[src/rtl/zclk_monitor.sv]
// zclk_monitor: returned Z80 clock sync, edge strobes, period/speed classify, stall and loop-phase check; option ZCLK_MON_DEGLITCH_EN adds a 2-sample glitch filter
module zclk_monitor #(
  parameter int SYNC_STAGES = 2,
  parameter int CNT_W = 6,
  parameter int TIMEOUT = 48,
  parameter int PHASE_WIN = 5
) (
  input  logic fclk,
  input  logic rst,
  input  logic zclk_in,
  input  logic zclk_out_ref,
  input  logic err_clr,
  output logic rx_pos,
  output logic rx_neg,
  output logic [CNT_W-1:0] period,
  output logic [1:0] speed,
  output logic speed_vld,
  output logic stalled,
  output logic phase_err
);
`ifdef ZCLK_MON_DEGLITCH_EN
  localparam int WIN = PHASE_WIN + 1;
`else
  localparam int WIN = PHASE_WIN;
`endif
  localparam logic [CNT_W-1:0] CMAX = '1;
  localparam logic [CNT_W-1:0] TO_M1 = CNT_W'(TIMEOUT - 1);
  localparam logic [CNT_W-1:0] WIN_M1 = CNT_W'(WIN - 1);
  logic [SYNC_STAGES-1:0] sync;
  logic s, s_d, rise, fall, any_edge;
  logic [CNT_W-1:0] count, idle, win, p_new;
  logic [1:0] cand, c_new, rel_cnt;
  logic have_ref, r, r_d, armed, exp_rise;
  logic ref_rise, ref_fall, ref_edge, match, expire, err, supp;
  // shift the asynchronous returned clock through the synchronizer chain
  always_ff @(posedge fclk or posedge rst)
    if (rst) sync <= '0;
    else sync <= {sync[SYNC_STAGES-2:0], zclk_in};
`ifdef ZCLK_MON_DEGLITCH_EN
  // take a new level only once the last two synchronized samples agree
  always_ff @(posedge fclk or posedge rst)
    if (rst) s <= 1'b0;
    else if (sync[SYNC_STAGES-1] == sync[SYNC_STAGES-2]) s <= sync[SYNC_STAGES-1];
`else
  assign s = sync[SYNC_STAGES-1];
`endif
  assign rise = s & ~s_d;
  assign fall = ~s & s_d;
  assign any_edge = rise | fall;
  assign p_new = (count == CMAX) ? CMAX : count + CNT_W'(1);
  assign c_new = (p_new == CNT_W'(2)) ? 2'b10 : (p_new == CNT_W'(4)) ? 2'b01 : (p_new == CNT_W'(8)) ? 2'b00 : 2'b11;
  assign ref_rise = r & ~r_d;
  assign ref_fall = ~r & r_d;
  assign ref_edge = ref_rise | ref_fall;
  assign match = armed & (exp_rise ? rise : fall);
  assign expire = armed & ~match & (win == WIN_M1);
  assign err = (any_edge & ~match) | expire | (ref_edge & armed & ~match);
  assign supp = stalled | (rel_cnt != 2'd2);
  // last level and registered edge strobes
  always_ff @(posedge fclk or posedge rst)
    if (rst) begin
      s_d <= 1'b0;
      rx_pos <= 1'b0;
      rx_neg <= 1'b0;
    end else begin
      s_d <= s;
      rx_pos <= rise;
      rx_neg <= fall;
    end
  // period measurement, speed classification and stall detection
  always_ff @(posedge fclk or posedge rst)
    if (rst) begin
      count <= '0;
      idle <= '0;
      period <= '0;
      cand <= 2'b11;
      speed <= 2'b11;
      speed_vld <= 1'b0;
      stalled <= 1'b0;
      have_ref <= 1'b0;
    end else begin
      count <= rise ? '0 : (count == CMAX) ? count : count + CNT_W'(1);
      idle <= any_edge ? '0 : (idle == CMAX) ? idle : idle + CNT_W'(1);
      if (rise) have_ref <= 1'b1;
      if (rise && have_ref) begin
        period <= p_new;
        cand <= c_new;
        if (c_new == cand) begin
          speed_vld <= (c_new != 2'b11);
          if (c_new != 2'b11) speed <= c_new;
        end
      end
      if (any_edge) stalled <= 1'b0;
      else if (idle == TO_M1) begin
        stalled <= 1'b1;
        speed_vld <= 1'b0;
        speed <= 2'b11;
        cand <= 2'b11;
        have_ref <= 1'b0;
      end
    end
  // loop checker: each reference edge expects the opposite returned edge within the window
  always_ff @(posedge fclk or posedge rst)
    if (rst) begin
      r <= 1'b0;
      r_d <= 1'b0;
      armed <= 1'b0;
      exp_rise <= 1'b0;
      win <= '0;
      rel_cnt <= 2'd0;
      phase_err <= 1'b0;
    end else begin
      r <= zclk_out_ref;
      r_d <= r;
      rel_cnt <= (rel_cnt == 2'd2) ? rel_cnt : rel_cnt + 2'd1;
      if (ref_edge) begin
        armed <= 1'b1;
        exp_rise <= ref_fall;
        win <= '0;
      end else if (match || expire) armed <= 1'b0;
      else if (armed) win <= win + CNT_W'(1);
      phase_err <= (err && !supp) ? 1'b1 : err_clr ? 1'b0 : phase_err;
    end
endmodule

[config.mk]
export PLATFORM = sky130hd
export DESIGN_NAME = zclk_monitor
export DESIGN_NICKNAME = d
export VERILOG_FILES = /design/src/rtl/zclk_monitor.sv
export SDC_FILE = /design/constraint.sdc
export NUM_CORES = 1
export LEC_CHECK = 0
export BUFFER_PORTS_ARGS = -buffer_cell sky130_fd_sc_hd__buf_2
export CAP_MARGIN = 20
export CELL_PAD_IN_SITES_DETAIL_PLACEMENT = 1
export CELL_PAD_IN_SITES_GLOBAL_PLACEMENT = 1
export CORE_AREA = 2 2 81 83
export CTS_BUF_LIST = sky130_fd_sc_hd__clkbuf_4 sky130_fd_sc_hd__clkbuf_8
export DETAILED_ROUTE_END_ITERATION = 6
export DIE_AREA = 0 0 83 85
export GPL_ROUTABILITY_DRIVEN = 0
export PLACE_DENSITY = 0.63
export SLEW_MARGIN = 10
export SYNTH_ARGS = -nofsm -noshare
export SYNTH_HDL_FRONTEND = slang
export SYNTH_SLANG_ARGS = --single-unit
[constraint.sdc]
create_clock -name fclk -period 5.8 [get_ports fclk]
set_clock_uncertainty 0.05 [all_clocks]
set_input_delay 1.16 -clock fclk [delete_from_list [all_inputs] [get_ports fclk]]
set_output_delay 1.16 -clock fclk [all_outputs]
set_load 0.02 [all_outputs]
# [Word level (Yosys, flattened, before mapping)]
# Index checks and enable logic that the tools add are counted.
# Widths: inputs -> output; s select.
[word_totals] reg_bits=43 inputBits=5
[op_classes] addsub=4 n_eq_ne=14 muxes=33 n_bitwise=20 n_reduce_logical=9
[ops] cell="$mux 6" n=8
[ops] cell="$mux 2" n=11
[ops] cell="$add 6x1->6 const B" n=3
[ops] cell="$eq 6x6->1 const B" n=3
[ops] cell="$mux 1" n=14
[ops] cell="$eq 6x3->1 const B" n=2
[ops] cell="$and 1x1->1" n=10
[ops] cell="$ne 2x2->1 const B" n=5
[ops] cell="$reduce_bool 2->1" n=4
[ops] cell="$eq 6x2->1 const B" n=1
[ops] cell="$eq 6x4->1 const B" n=1
[ops] cell="$not 1->1" n=5
[ops] cell="$or 1x1->1" n=5
[ops] cell="$add 2x1->2 const B" n=1
[ops] cell="$eq 2x2->1" n=1
[ops] cell="$eq 2x2->1 const B" n=1
[ops] cell="$logic_and 1x1->1" n=2
[ops] cell="$reduce_and 2->1" n=1
[ops] cell="$logic_not 1->1" n=1
[ops] cell="$logic_or 1x1->1" n=1

# [Longest topological paths before layout]
[depth] ltp_word=12 depth_mapped=8

# [Worst setup path before layout]
# OpenSTA, ideal clock, no wires.
[synth_path] path_kind="flip-flop to flip-flop" from="register count[0]" to="register speed_vld" t_arrival_ns=2.209 setup_slack_ns=3.473 path_stages_with_launch=9 cell_sequence="dfrtp_1 -> ha_1 -> buf_4 -> nand3_4 -> mux2_4 -> a2111oi_4 -> mux2i_1 -> nand4b_1 -> and4_1"
[synth_via] elab_chain_len=11 word_cells_on_any_way=15 classes_between="1 x add/sub; 6 x eq/ne; 8 x mux"
[synth_rtl] element="from (decl)" line="31" source="logic [CNT_W-1:0] count, idle, win, p_new;"
[synth_rtl] element="from (signal assigned)" line="82" source="count <= rise ? '0 : (count == CMAX) ? count : count + CNT_W'(1);"
[synth_rtl] element="$add 6x1->6 / $eq 6x6->1 (equally long branches)" line="50" source="assign p_new = (count == CMAX) ? CMAX : count + CNT_W'(1);"
[synth_rtl] element="$mux 6 (*)" line="50"
[synth_rtl] element="$eq 6x4->1" line="51" source="assign c_new = (p_new == CNT_W'(2)) ? 2'b10 : (p_new == CNT_W'(4)) ? 2'b01 : (p_new == CNT_W'(8)) ? 2'b00 : 2' ..."
[synth_rtl] element="$mux 2 (2 in series)" line="51"
[synth_rtl] element="$mux 2 (*)" line="51"
[synth_rtl] element="$ne 2x2->1 / $eq 2x2->1 (equally long branches)" line="89, 88"
[synth_rtl] element="$mux 1 (*)" line="88" source="if (c_new == cand) begin"
[synth_rtl] element="$mux 1 (*)" line="85" source="if (rise && have_ref) begin"
[synth_rtl] element="$mux 1" line="94" source="else if (idle == TO_M1) begin"
[synth_rtl] element="$mux 1 (*)" line="93" source="if (any_edge) stalled <= 1'b0;"
[synth_rtl] element="to (signal assigned)" line="89" source="speed_vld <= (c_new != 2'b11);"
[synth_rtl] element="to (decl)" line="17" source="output logic speed_vld,"
# Every way passes the cells marked *; elsewhere a longest branch is shown, timed or not.
# A chain may end at the register's enable or synchronous reset.

# [Worst setup path in the final report]
# Same ends and word-level chain as after synthesis.

==> impl_metrics.py <==
metrics = {
    "outcome": {
        "status": "completed",
    },
    "pwr": {
        "peakVddDrop_mv": 0.145,
        "power_uw": 883,
        "power_density_nw_per_um2": 369,
        "power_leakage_nw": 1.15,
    },
    "floorplanning": {
        "coreArea_sq_um": 6200,
        "initial_core_util_pct": 34.2,
        "row_count": 29,
        "die_h_um": 85,
        "die_x_um": 83,
        "dieArea_sq_um": 7060,
        "io_pins": 18,
    },
    "critical_path": {
        "cp-end-kind": "register",
        "start_kind": "register",
        "worstSetupPathType": "reg -> reg",
        "cp.arrival_ps": 2820,
        "cp.required_ps": 5990,
        "rrSetupSlack_ps": 3170,
        "cp_max_fo": 7,
    },
    "clock_tree": {
        "clkLatencyLatePin_ps": 300,
        "cts_made_buffers": 5,
        "clock-root-buffer": "clkbuf_8",
        "ctsHoldBuffers": 0,
        "clk_pin_slew_ps": 90,
        "h-tree-depth": 2,
        "cts.repair.resized": 0,
        "cts_setup_buffers": 0,
        "clockBufferDepth": 2,
        "cts.sinks": 43,
        "cts_tree": "built",
    },
    "timing": {
        "worst_slack_ps": 3170,
        "fin_crit_sh_pct": 45.4,
        "tns_ps": 0,
        "rsz0062_at_grt": "false",
        "report.final.hold_viol_count": 0,
        "timing.fmax_mhz": 380,
        "setup_viol": 0,
        "worst_pin_slew_ps": 533,
        "fin_crit_ps": 2630,
        "slew_headroom_pct": 64.5,
        "holdWs_ps": 307,
        "slew_violations": 0,
    },
    "route": {
        "avgViaCountPerCell": 5.04,
        "routed_wl_um": 4130,
        "final_antenna_net_count": 0,
        "drt-initial-drc-count": 21,
        "wl_per_cell_um": 14.1,
        "firstDrtPassIters": 4,
        "drc": 0,
        "num_vias": 1477,
    },
    "synthesis": {
        "synth_xor_xnor_area_share_pct": 5.60,
        "muxShareOfSynthArea_pct": 4.12,
        "ys.flop_type": "dfrtp_1",
        "synth-async-reset-ratio_pct": 100,
        "synth_warnings": 0,
        "synth.area.top_cells": "dfrtp_1, ha_1, dfstp_2",
        "yosysMostFrequentCell": "dfrtp_1",
        "synth_edf_count": 0,
        "synth-adder-area-share_pct": 5.30,
        "synth_area_sq_um": 2120,
        "synth_common_cells": "dfrtp_1, nand2_1, nor2_1",
        "seq_area_frac_synth_pct": 50.9,
        "synth.net_count": 209,
        "synth_cell_type_count": 43,
        "synth_top_area_cell": "dfrtp_1",
        "synthCells": 195,
        "synth_top_family_by_area": "simple AND/OR/NAND/NOR gates",
        "synth-seq-cells": 43,
        "synth_top_cell_area_share_pct": 46.0,
        "synth_compound_area_share_pct": 11.1,
        "synth_simple_gate_area_share_pct": 19.1,
        "synth.avg_cell_area_sq_um": 10.9,
    },
    "global_route": {
        "grt_overflow": 0,
        "track_usage_pct": 13.0,
        "grt_pass1_vias": 1552,
        "grt_max_degree": 44,
        "antenna_found_initial": 0,
        "grt_pass1_wl_um": 7270,
    },
    "job": {
        "cap_viol_max_count": 0,
    },
    "final_layout": {
        "syn_to_final_growth_pct": 12.6,
        "drive_gt1_share_pct": 17.1,
        "fillers": 698,
        "fin_nets": 229,
        "n_antenna_cell": 0,
    },
    "placement": {
        "post-place-ws_ps": 3150,
        "io_buffers": 17,
        "hpwl_um": 2900,
    },
    "worst_hold_path": {
        "min-delay-path-class": "reg -> reg",
    },
}
## cell type report
cell class                 count  area (sq um)  share of cell area [%]
multi-input combinational    135           960                    40.2
tap                           77          96.3                    4.03
timing repair buffer          18          92.6                    3.87
sequential                    43          1080                    45.2
clock inverter                 3          46.3                    1.94
inverter                      12          45.0                    1.88
clock buffer                   5          68.8                    2.88
## worst paths after layout
kind	startpoint	end	cells past startpoint
max in group asynchronous	rst	cand[0]	3
max	count[0]	speed_vld	7
min reg2reg	sync[0]	sync[1]	0
min in group asynchronous	rst	win[3]	3
min	sync[0]	sync[1]	0
max reg2reg	count[0]	speed_vld	7
## worst max-delay path: stages, from the launching register on
cell       delay (ps)
dfrtp_1           500
ha_1              400
nand3_4           120
mux2_4            340
a2111oi_4         370
mux2i_1           430
nand4b_1          170
and4_1            190
## placed cells by master, fill, tap and decap left out, types with 2 or more instances in the layout
master     synthesis  final
inv_1             12     11
mux2i_1            5      5
dfrtp_1           39     39
o2111ai_1          2      2
nand4_1            2      2
nand2_1           18     18
a31oi_1            5      5
nand4b_1           3      3
nand2b_1           3      3
and2_1             8      8
ha_1               9      9
buf_2              0     17
and3_1             5      5
dfstp_2            4      4
o211ai_1           3      3
and4_1             2      2
a21boi_1           3      3
clkbuf_8           0      5
nand3_1            8      8
nor2b_1            6      6
nor2_1            13     13
o21ai_1            5      5
o21ai_0            6      6
xnor2_1            6      6
xor2_1             5      5
mux2_2             2      2
## metal layers
| metal | share of wire, % | GRT usage, % | vias to the layer above |
|---|---|---|---|
| li1 | - | - | 723 |
| met1 | 47 | 15.9 | 730 |
| met2 | 48 | 22.4 | 17 |
| met3 | 2.7 | 2.82 | 7 |
| met4 | 1.5 | 4.92 | 0 |
| met5 | 0 | 0 | - |
## sequential cells by signal, indices dropped and copies added, names as in the netlist, 2 cells and up
| signal | flops |
|---|---|
| rel_cnt | 2 |
| sync | 2 |
| idle | 6 |
| period | 6 |
| count | 6 |
| win | 6 |
| cand | 2 |
| speed | 2 |
## kinds of logic after synthesis
| group | after synthesis |
|---|---|
| fa+ha+maj | 9 |
| compound gates | 32 |
| xor+xnor | 12 |
| flops | 43 |
| buf+inv | 17 |
| simple gates | 74 |
| mux | 8 |
## power by group
group | switching [mW] | internal, mW
Combinational | 0.139 | 0.105
Sequential | 0.0491 | 0.347
Clock | 0.113 | 0.130
Total | 0.301 | 0.582
## per-stage QoR
stage                     utilization [%]  instances  cell area (sq um)
after floorplan                         -        195               2120
after global placement               36.7        285               2270
after detailed placement             36.7        285               2270
after CTS                            38.5        293               2390
after global routing                 38.5        293               2390
final                                38.5        293               2390
Power figures use the tool's default switching activity.
